==> config.mk <==
export PLATFORM = sky130hd
export DESIGN_NAME = star_reveal_ctrl
export DESIGN_NICKNAME = d
export VERILOG_FILES = /design/src/rtl/star_pkg.sv /design/src/rtl/frame_tick_gen.sv /design/src/rtl/star_reveal_ctrl.sv
export SDC_FILE = /design/constraint.sdc
export NUM_CORES = 1
export LEC_CHECK = 0
export CAP_MARGIN = 20
export CORE_UTILIZATION = 43
export DETAILED_ROUTE_END_ITERATION = 10
export DONT_BUFFER_PORTS = 1
export MAX_ROUTING_LAYER = met4
export PLACE_DENSITY = 0.7
export SYNTH_ARGS = -nofsm -noshare
export SYNTH_HDL_FRONTEND = slang
export SYNTH_HIERARCHICAL = 1
export SYNTH_SLANG_ARGS = --single-unit
==> constraint.sdc <==
create_clock -name Clk -period 3.8 [get_ports Clk]
set_input_delay 0.76 -clock Clk [delete_from_list [all_inputs] [get_ports Clk]]
set_output_delay 0.76 -clock Clk [all_outputs]
set_load 0.02 [all_outputs]
==> src/rtl/star_pkg.sv <==
// Shared definitions for the win-screen star row (sequencer, renderer, gamelogic).
// Holds the default row width, the reveal FSM state type and the coin polarity.
// Pure declarations, no logic.
package star_pkg;

  localparam int NUM_STARS = 3;

  // CoinStatus bit value meaning "coin has been picked up"
  localparam logic COIN_COLLECTED = 1'b0;

  typedef enum logic [1:0] {
    IDLE,
    WAIT,
    FLASH,
    DONE
  } star_reveal_state_t;

endpackage

==> src/rtl/frame_tick_gen.sv <==
// Turns the vsync-rate frame level into a single-cycle tick on each rising edge.
// Latency: tick is combinational from frame_clk against one registered sample.
// No backpressure; one tick per rising edge, never more.
module frame_tick_gen (
  input  logic Clk,
  input  logic Reset_n,
  input  logic frame_clk,
  output logic frame_tick
);

  logic frame_clk_q;

  // Previous-cycle sample of the frame level for rising-edge detection
  always_ff @(posedge Clk or negedge Reset_n) begin
    if (!Reset_n) frame_clk_q <= 1'b0;
    else          frame_clk_q <= frame_clk;
  end

  assign frame_tick = frame_clk & ~frame_clk_q;

endmodule

==> src/rtl/star_reveal_ctrl.sv <==
// Win-screen star sequencer: latches collected coins, lights stars left to right with a flash.
// Latency: every output is registered and updates the cycle after its cause.
// No backpressure; restart overrides everything, win_start only honoured in IDLE.
module star_reveal_ctrl #(
  parameter int NUM_STARS       = star_pkg::NUM_STARS,
  parameter int FRAMES_PER_STAR = 30,
  parameter int FLASH_FRAMES    = 8
) (
  input  logic                 Clk,
  input  logic                 Reset_n,
  input  logic                 frame_clk,
  input  logic                 win_start,
  input  logic                 restart,
  input  logic [NUM_STARS-1:0] CoinStatus,
  output logic [NUM_STARS-1:0] star_lit,
  output logic [NUM_STARS-1:0] star_flash,
  output logic [1:0]           collected_cnt,
  output logic                 reveal_done
);

  import star_pkg::*;

  localparam int CW = $clog2(FRAMES_PER_STAR + 1);
  localparam logic [CW-1:0] FPS_C   = CW'(FRAMES_PER_STAR);
  localparam logic [CW-1:0] FLASH_C = CW'(FLASH_FRAMES);

  star_reveal_state_t state;
  logic [CW-1:0]      cnt;
  logic [CW-1:0]      cnt_inc;
  logic [1:0]         idx;
  logic [1:0]         zero_cnt;
  logic               frame_tick;

  frame_tick_gen u_tick (
    .Clk        (Clk),
    .Reset_n    (Reset_n),
    .frame_clk  (frame_clk),
    .frame_tick (frame_tick)
  );

  // Number of collected coins, saturating at 3 to fit the 2-bit count
  always_comb begin
    zero_cnt = 2'd0;
    for (int i = 0; i < NUM_STARS; i++) begin
      if (CoinStatus[i] == COIN_COLLECTED && zero_cnt != 2'd3) zero_cnt = zero_cnt + 2'd1;
    end
  end

  // Frame counter next value; sticks at FRAMES_PER_STAR rather than wrapping
  always_comb begin
    cnt_inc = (cnt == FPS_C) ? cnt : cnt + CW'(1);
  end

  // Reveal FSM with registered outputs; restart takes priority over any tick or win event
  always_ff @(posedge Clk or negedge Reset_n) begin
    if (!Reset_n) begin
      state         <= IDLE;
      star_lit      <= '0;
      star_flash    <= '0;
      collected_cnt <= 2'd0;
      reveal_done   <= 1'b0;
      cnt           <= '0;
      idx           <= 2'd0;
    end else if (restart) begin
      state         <= IDLE;
      star_lit      <= '0;
      star_flash    <= '0;
      collected_cnt <= 2'd0;
      reveal_done   <= 1'b0;
      cnt           <= '0;
      idx           <= 2'd0;
    end else begin
      case (state)
        IDLE: begin
          if (win_start) begin
            collected_cnt <= zero_cnt;
            idx           <= 2'd0;
            cnt           <= '0;
            state         <= WAIT;
          end
        end
        WAIT: begin
          if (frame_tick) begin
            if (cnt_inc == FPS_C) begin
              if (idx < collected_cnt) begin
                star_lit[idx] <= 1'b1;
                star_flash    <= NUM_STARS'(1) << idx;
                cnt           <= '0;
                state         <= FLASH;
              end else begin
                // Only reachable with nothing collected: empty row, straight to done
                cnt   <= cnt_inc;
                state <= DONE;
              end
            end else begin
              cnt <= cnt_inc;
            end
          end
        end
        FLASH: begin
          if (frame_tick) begin
            // Counter is kept on leaving so WAIT only covers the rest of the gap
            cnt <= cnt_inc;
            if (cnt_inc == FLASH_C) begin
              star_flash <= '0;
              idx        <= idx + 2'd1;
              state      <= (idx + 2'd1 == collected_cnt) ? DONE : WAIT;
            end
          end
        end
        DONE: begin
          reveal_done <= 1'b1;
        end
        default: state <= IDLE;
      endcase
    end
  end

endmodule

# [Word-level counts from Yosys, hierarchy flattened]
# Index checks and enable logic that the tools add are counted.
[word_totals] ff_bits=19 out_inout_bits=9 elab_cells=100
[op_classes] add_sub_neg=4 order_cmp=3 eq_ne=15 n_shift=1 n_mux=44 n_bitwise=5 n_reduce_logical=20
[ops] op="$mux 5" count=7
[ops] op="$mux 3" count=11
[ops] op="$mux 2" count=16
[ops] op="$ne 3x3->1 const B" count=6
[ops] op="$pmux 5 s3" count=1
[ops] op="$reduce_bool 2->1" count=7
[ops] op="$reduce_and 4->1" count=3
[ops] op="$reduce_and 6->1" count=2
[ops] op="$eq 5x5->1 const B" count=2
[ops] op="$pmux 2 s3" count=1
[ops] op="$pmux 3 s2" count=1
[ops] op="$reduce_bool 3->1" count=2
[ops] op="$add 5x1->5 const B" count=1
[ops] op="$eq 5x4->1 const B" count=1
[ops] op="$mux 1" count=5
[ops] op="$add 2x1->2 const B" count=2
[ops] op="$eq 2x2->1 const B" count=2
[ops] op="$pmux 2 s2" count=1
[ops] op="$reduce_bool 4->1" count=1
[ops] op="$logic_and 1x1->1" count=3
[ops] op="$lt 2x3->1 const B" count=1
[ops] op="$not 1->1" count=3
[ops] op="$or 3x3->3" count=1
[ops] op="$shl 1x2->3 const A" count=1
[ops] op="other kinds (11)" count=11

# [Logic depth before layout (Yosys ltp)]
# Gate-level depths: netlist of run 1.
[logic_depth] ltp_word=10 ltp_mapped=8

# [Modules after synthesis]
# Netlist of run 1, hierarchy kept.
[modules_own_cells] module="star_reveal_ctrl" n_inst=1 cells_per_inst=154 area_per_inst_um2=1390.1 seq_area_each_um2=450.4
[modules_own_cells] module="frame_tick_gen" n_inst=1 cells_per_inst=2 area_per_inst_um2=38.8 seq_area_each_um2=25.0

# [Worst setup path before layout of run 1]
# OpenSTA, ideal clock, no wires.
[synth_timing] kind="register to register" from="reg cnt[0]" to="reg state[0]" setup_time_ps=125 arrival_ps=1834 required_ps=3675 path_slack_ps=1841 path_stages_with_launch=8 synth_period_minus_slack_ps=1959 cell_sequence="dfrtp_1 inv_1 ha_1 and2b_1 a21o_1 a41oi_4 nand3b_1 mux2_2"
[synth_via] elab_chain_cells=5
[synth_rtl] item="start, declared" line_no="star_reveal_ctrl.sv:28" rtl="logic [CW-1:0] cnt;"
[synth_rtl] item="start signal, assigned" line_no="star_reveal_ctrl.sv:92" rtl="cnt <= cnt_inc;"
[synth_rtl] item="start signal, assigned" line_no="star_reveal_ctrl.sv:96" rtl="cnt <= cnt_inc;"
[synth_rtl] item="start signal, assigned" line_no="star_reveal_ctrl.sv:103" rtl="cnt <= cnt_inc;"
[synth_rtl] item="$add 5x1->5 or $eq 5x5->1 (tied branches)" line_no="star_reveal_ctrl.sv:51" rtl="cnt_inc = (cnt == FPS_C) ? cnt : cnt + CW'(1);"
[synth_rtl] item="$mux 5 *" line_no="star_reveal_ctrl.sv:51"
[synth_rtl] item="$eq 5x4->1 or $eq 5x5->1 (tied branches)" line_no="star_reveal_ctrl.sv:104, star_reveal_ctrl.sv:84"
[synth_rtl] item="$ne 3x3->1 (no source line)"
[synth_rtl] item="$reduce_and 6->1 (no source line) *"
[synth_rtl] item="end signal, assigned" line_no="star_reveal_ctrl.sv:107" rtl="state <= (idx + 2'd1 == collected_cnt) ? DONE : WAIT;"
[synth_rtl] item="end, declared" line_no="star_reveal_ctrl.sv:27" rtl="star_reveal_state_t state;"
# Mark *: on every way between the ends. The rest lies on a longest branch, timed or not.
# A chain may end at the register's enable or synchronous reset.

# [Worst setup path in the final report of run 1]
[layout_timing] from="reg cnt[0]" to="reg star_flash[2]"
[layout_via] elab_chain_cells=5
[layout_rtl] item="$add 5x1->5 or $eq 5x5->1 (tied branches)" line_no="star_reveal_ctrl.sv:51"
[layout_rtl] item="$mux 5 *" line_no="star_reveal_ctrl.sv:51"
[layout_rtl] item="$eq 5x4->1 or $eq 5x5->1 (tied branches)" line_no="star_reveal_ctrl.sv:104, star_reveal_ctrl.sv:84"
[layout_rtl] item="$ne 3x3->1 (no source line)"
[layout_rtl] item="$reduce_and 6->1 (no source line) *"
[layout_rtl] item="end signal, assigned" line_no="star_reveal_ctrl.sv:87" rtl="star_flash <= NUM_STARS'(1) << idx;"
[layout_rtl] item="end, declared" line_no="star_reveal_ctrl.sv:16" rtl="output logic [NUM_STARS-1:0] star_flash,"
# Marks and branches as above.

==> results of run 1 <==
cell families after synthesis:
| kind of cell | synth area share [%] |
|---|---|
| compound gates | 22.2 |
| xor+xnor | 1.75 |
| fa+ha+maj | 12.3 |
| simple gates | 21.8 |
| mux | 2.36 |
| buf+inv | 6.39 |
| flops | 33.3 |
worst register-to-register path, delay by kind of cell, from the launching register on:
family,cells,cell delay (ns)
AOI/OAI and AO/OA,4,1.02
adders and majority gates,1,0.27
buffers and inverters,1,0.14
DFF,1,0.46
and+or+nand+nor,1,0.17
final cells by class:
type / instances / area [sq um] / area share (%)
sequential: 19 / 475 / 32.1
tap: 44 / 55.1 / 3.72
clock buffer: 4 / 26.3 / 1.78
inverter: 16 / 60.1 / 4.06
multi-input combinational: 116 / 862 / 58.3
metal layers:
metal  up-vias  wire [um]  GRT usage [%]
met5         -          0              -
met4         0         26           4.32
met3         4        109           3.06
met2        28       1410           32.5
met1       528       1270           24.0
li1        555          -              -
worst min path at each step:
stage	to	slack (ns)
2_1_floorplan	cnt[0]$_DFFE_PN0P_	0.46
3_3_place_gp	collected_cnt[0]$_DFFE_PN0P_	0.46
3_5_place_dp	collected_cnt[0]$_DFFE_PN0P_	0.46
4_1_cts	collected_cnt[0]$_DFFE_PN0P_	0.12
5_1_grt	u_tick/frame_clk_q$_DFF_PN0_	0.11
6_report	collected_cnt[0]$_DFFE_PN0P_	0.14
power breakdown:
part           internal [mW]  switching (mW)
Combinational         0.0973           0.141
Sequential             0.220          0.0277
Clock                 0.0408          0.0608
stage by stage:
stage,hold slack [ns],cells
6_report,0.137,199
5_1_grt,0.113,199
4_1_cts,0.124,199
3_5_place_dp,0.465,195
3_3_place_gp,0.465,195
2_1_floorplan,0.464,156
synth_stat cells (2+ instances only):
cell type   n  area, sq um
a21o_1      2         15.0
a31oi_1     4         25.0
and2_1      2         12.5
nand2b_1    2         12.5
nand2_1    11         41.3
buf_4       3         22.5
a21oi_1     7         35.0
ha_1       14          175
nor2_1     15         56.3
o21ai_0    10         50.1
dfrtp_1    19          475
mux2_2      3         33.8
inv_1      16         60.1
nand3_1     6         30.0
nor3_1      4         20.0
nand4_1     3         18.8
and3_1      2         12.5
nor2b_1     2         12.5
flip-flops by register name, indices dropped and copies added, names as in the netlist:
name	flops
cnt	5
star_flash	3
reveal_done	1
state	2
u_tick/frame_clk_q	1
star_lit	3
collected_cnt	2
idx	2
==> impl_results.md, run 1 <==
- Crit-path cells: inv_1, ha_1, and2_1, o2111ai_2, a2111oi_4, o21ba_2, o21ai_0
- Final-report hold violation count: 0
- WP buf/inv: 1
- DR WL/cell: approximately 14 um
- Sink Count: 19
- Mean post-synth cell area: roughly 9.2 sq um
- Post-CTS setup buffer count: 0
- CP max FO: 8
- Crit. path cell count: 7
- Die X-Extent: a little under 60 um
- WP data required: about 4.0 ns
- Via count: about 1,100
- Synth warn: 6
- Die height: between 50 and 60 um
- Worst setup path class: reg -> reg
- Post-synth EDFFs: 0
- CTS Root Cell: clkbuf_4
- HPWL after detailed placement: ~2.2 mm
- # fillers: a little over 300
- Die Area: roughly 3600 sq um
- Crit path to: star_flash[2]$_DFFE_PN0P_
- Syn Std Cell Area: 1430 sq um
- DRC Markers: 0
- CP max stage delay: approximately 0.53 ns
- Number of diodes: 0
- Final cell utilization of the core: between 40% and 50%
- Clock buffer depth: 2
- GRT Residual Overflow: 0
- Startpoint types: flip-flop
- DP Area: roughly 1500 sq um
- CTS tree: yes
- Worst slew pin tran: between 0.7 and 0.8 ns
- Max-capacitance violation count: 0
- Place WS: roughly 1.6 ns
- First-pass GRT wire length: 5.09 mm
- Clock slew at reported path FFs: approximately 0.11 ns
- Most frequent cells in the layout: dfrtp_1, inv_1, nor2_1, ha_1, nand2_1
- # rows: 20
- Synth Flop Type: dfrtp_1
- Peak Freq: ~460 MHz
- Async S/R FF share, synth: 100%
- Setup ws final: 1.63 ns
- First drt pass iteration count: 4
- Largest net degree at the start of global routing: 20
- Pleak: 0.617 nW
- Post-route clock skew: approximately 0.013 ns
- Setup crit start: cnt[0]$_DFFE_PN0P_
- Commonest non-fill, non-tap cell in the layout: dfrtp_1
- Post-Route WL: approximately 2.8 mm
- Status: finished clean
- Max stage delay cell, worst path: a2111oi_4
- Syn nets: about 180
- Seq/Total Area, Yosys: approximately a third
- Area growth, synth to finish: 3.50%
- Synthesized flop and latch total: 19
- Vias in the first global route: 1,150
- Routability Congestion: around 0.85
- Clock latency on the worst-skew pair: ~0.30 ns
- Core area: around 3100 sq um
- RSZ-0062 raised after global routing: no
- Final setup viols: 0
- Reg2Reg Depth: 7
- CTS Buf Count: 3
- Min-Delay Path Class: in -> async
- Initial detailed-routing violation count: 21
- Final period utilization: a little under three fifths
- Cell variety after synth: 49
- Power Density: just under 400 nW/um^2
- Fin. max-slew vios: 0
- Ports: 17
- Max-slew headroom: a little under half
- Setup tns final: 0 ns
- # port buffers: 0
- Initial Util: a little under half
- Peak supply drop: approximately 250 uV
- Proportion of layout cells with a drive suffix above 1: between 10% and 20%
- Worst r2r src: cnt[0]$_DFFE_PN0P_
- Critical Path AT: between 2 and 2.5 ns
- Total power: 588 uW
- CP endpoint kind: flip-flop
- Post-Syn Instances: roughly 160
- Hold Buf Count CTS: 0
- Finished layout cell area: approximately 1500 sq um
- Initial antenna violation count: 0
- Nets@finish: between 150 and 200
- Post-DR vias/cell: 5.60
- Reg2Reg Capture Point: star_flash[2]$_DFFE_PN0P_
- Antenna viol nets, final: 0
- Min Tclk post-route: 2.17 ns
- Total track usage: roughly 19%
- H-Tree Depth: 1
- Post-CTS sizing: 0
- CP delay by family, top: compound AO/OA/AOI/OAI gates
- R2r setup slk: approximately 1.6 ns
Power figures use the tool's default switching activity.
==> run 2, diff against run 1 <==
- clock period: 3.8 -> 2 ns (I/O delays scaled with it)
==> run 2 against run 1 <==
  * Non-clock buffer count grew 14
  * Register-to-register slack lost 1.6 ns
  * Fmax grew 11%
  * Total power grew 110%
  * Clock skew shrank 0.0062 ns
  * Worst setup slack lost 1.6 ns
  * First-iteration DRC count grew 71%
  * Final area grew 12%
  * Sequential power grew 83%
  * Count of clock-buffer cells in the layout shrank 1
  * Hold slack lost 0.025 ns
  * Largest cell class unchanged
  * Highest routed layer unchanged
==> impl_results.md, run 2 (synthesis gave the netlist of run 1 again) <==
- Antenna viol nets, final: 0 (unchanged)
- Worst r2r src: cnt[0]$_DFFE_PN0P_
- Reg2Reg Capture Point: cnt[1]$_DFFE_PN0P_
- Max-capacitance violation count: 0 (unchanged)
- Final-report hold violation count: 0 (unchanged)
- Sink Count: 19 (unchanged)
- Critical Path AT: 2.15 ns (-0.19 ns)
- # rows: 20 (unchanged)
- Reg area: 480 sq um (+1.1%)
- Peak supply drop: 435 uV (+73%)
- Area growth, synth to finish: 15.6%
- RSZ-0062 raised after global routing: yes
- Largest net degree at the start of global routing: 20 (unchanged)
- Ports: 17 (unchanged)
- Worst slew pin tran: 0.880 ns (+0.101 ns)
- R2r setup slk: 0.04 ns (-1.59 ns)
- DR WL/cell: 15.1 um (+7.0%)
- Post-Route WL: 3.22 mm (+15%)
- WHS Endpoint: u_tick/frame_clk_q$_DFF_PN0_
- Initial Util: 46.0% (unchanged)
- Total power: 1.25 mW (+110%)
- Most frequent cells in the layout: inv_1, nor2_1, dfrtp_1, ha_1, buf_4
- Final setup viols: 0 (unchanged)
- Largest regs: cnt (5), star_flash (3), star_lit (3)
- Pleak: 0.687 nW (+11%)
- Min-Delay Path Class: in -> reg
- CP endpoint kind: flip-flop
- Hold Startpoint: frame_clk
- Via count: 1,183 (+6.1%)
- Clock buffer depth: 2 (unchanged)
- Proportion of layout cells with a drive suffix above 1: 24.3% (+12 points)
- CP max FO: 7 (-1)
- Core area: 3100 sq um (unchanged)
- Reg2Reg Depth: 6 (-1)
- Max-slew headroom: 41.1% (-6.5 points)
- Worst setup path class: reg -> reg
- Status: finished clean
- Power Density: 755 nW/um^2 (+90%)
- Die height: 59.6 um (unchanged)
- Final period utilization: 97.9% (+41 points)
- CTS Buf Count: 3 (unchanged)
- Reg with most FFs: cnt
- # fillers: 302 (-1.6%)
- H-Tree Depth: 1 (unchanged)
- Post-DR vias/cell: 5.55 (-0.87%)
- Multi-input logic area: 917 sq um (+6.4%)
- Min Tclk post-route: 1.96 ns (-0.208 ns)
- Setup tns final: 0 ns (unchanged)
- Post-route clock skew: 0.00632 ns (-0.00618 ns)
- Fin. max-slew vios: 0 (unchanged)
- Initial detailed-routing violation count: 36 (+71%)
- Startpoint types: flip-flop
- GRT Residual Overflow: 0 (unchanged)
- First drt pass iteration count: 4 (unchanged)
- DRC Markers: 0 (unchanged)
- Die X-Extent: 59.6 um (unchanged)
- Total track usage: 20.6% (+1.3 points)
- Nets@finish: 192 (+7.9%)
- Routability Congestion: 0.958 (+13%)
- Max FFs per register: 5 (unchanged)
- Initial antenna violation count: 0 (unchanged)
- Final cell utilization of the core: 53.2% (+5.6 points)
- Clock slew at reported path FFs: 0.11 ns (about the same)
- # port buffers: 0 (unchanged)
- CTS Root Cell: clkbuf_4
- Peak Freq: 511 MHz (+11%)
- Vias in the first global route: 1,255 (+9.1%)
- HPWL after detailed placement: 2.42 mm (+12%)
- First-pass GRT wire length: 5.36 mm (+5.3%)
- WHS Path Cells: 0
- Number of diodes: 0 (unchanged)
- CTS tree: yes
- Die Area: 3560 sq um (unchanged)
- WP data required: 2.19 ns (-1.79 ns)
- Clock latency on the worst-skew pair: 0.30 ns (about the same)
==> run 2: timing repair <==
item                       in CTS  in global routing
hold endpoints to repair       19                  0
pin swaps                       1                  9
buffers inserted                1                  2
cloned                          0                  0
gates resized for setup         0                 16
hold buffers                    1                  0
setup endpoints to repair       5                 12
==> run 2: through the flow <==
step           instance area [sq um]  hold WS (ns)  cells  setup slack (ns)
2_1_floorplan                   1430         0.104    156            0.0411
3_3_place_gp                    1540         0.105    206            0.0268
3_5_place_dp                    1540         0.105    206           -0.0437
4_1_cts                         1580         0.105    212           0.00496
5_1_grt                         1650        0.0913    213           -0.0303
6_report                        1650         0.112    213            0.0427
==> run 2: cell type report <==
type	count	area share, %
Multi-Input combinational cell	116	55.5
Sequential cell	19	29.1
Timing Repair Buffer	14	6.74
Inverter	16	3.64
Tap cell	44	3.33
Clock buffer	3	1.36
Clock inverter	1	0.303
==> run 2: routing by layer <==
layer / vias up / track usage [%] / part of all wire (%)
met3: 6 / 3.93 / 3.5
met2: 23 / 36.8 / 52
met4: 0 / 5.98 / 1.1
li1: 586 / - / -
met5: - / - / 0
met1: 568 / 23.0 / 43
==> run 2: where the power goes <==
part	leakage (nW)	internal, mW	switching [mW]
combinational	0.416	0.259	0.334
sequential	0.253	0.418	0.0370
clock	0.0177	0.0745	0.124
==> run 2: worst max-delay path by stage <==
stage / depth (start not counted) / endpoint / from
floorplan: 7 / state[0]$_DFFE_PN0P_ / cnt[0]$_DFFE_PN0P_
global placement: 6 / cnt[1]$_DFFE_PN0P_ / cnt[0]$_DFFE_PN0P_
detailed placement: 6 / cnt[1]$_DFFE_PN0P_ / cnt[0]$_DFFE_PN0P_
CTS: 6 / cnt[1]$_DFFE_PN0P_ / cnt[0]$_DFFE_PN0P_
global route: 7 / state[0]$_DFFE_PN0P_ / cnt[0]$_DFFE_PN0P_
finish: 6 / cnt[1]$_DFFE_PN0P_ / cnt[0]$_DFFE_PN0P_
==> run 2: critical path: stages, from the launching register on <==
cell	delay (ns)
dfrtp_2	0.46
inv_2	0.09
ha_4	0.17
and4b_2	0.25
o21ai_4	0.08
a2111o_1	0.53
a32o_1	0.26
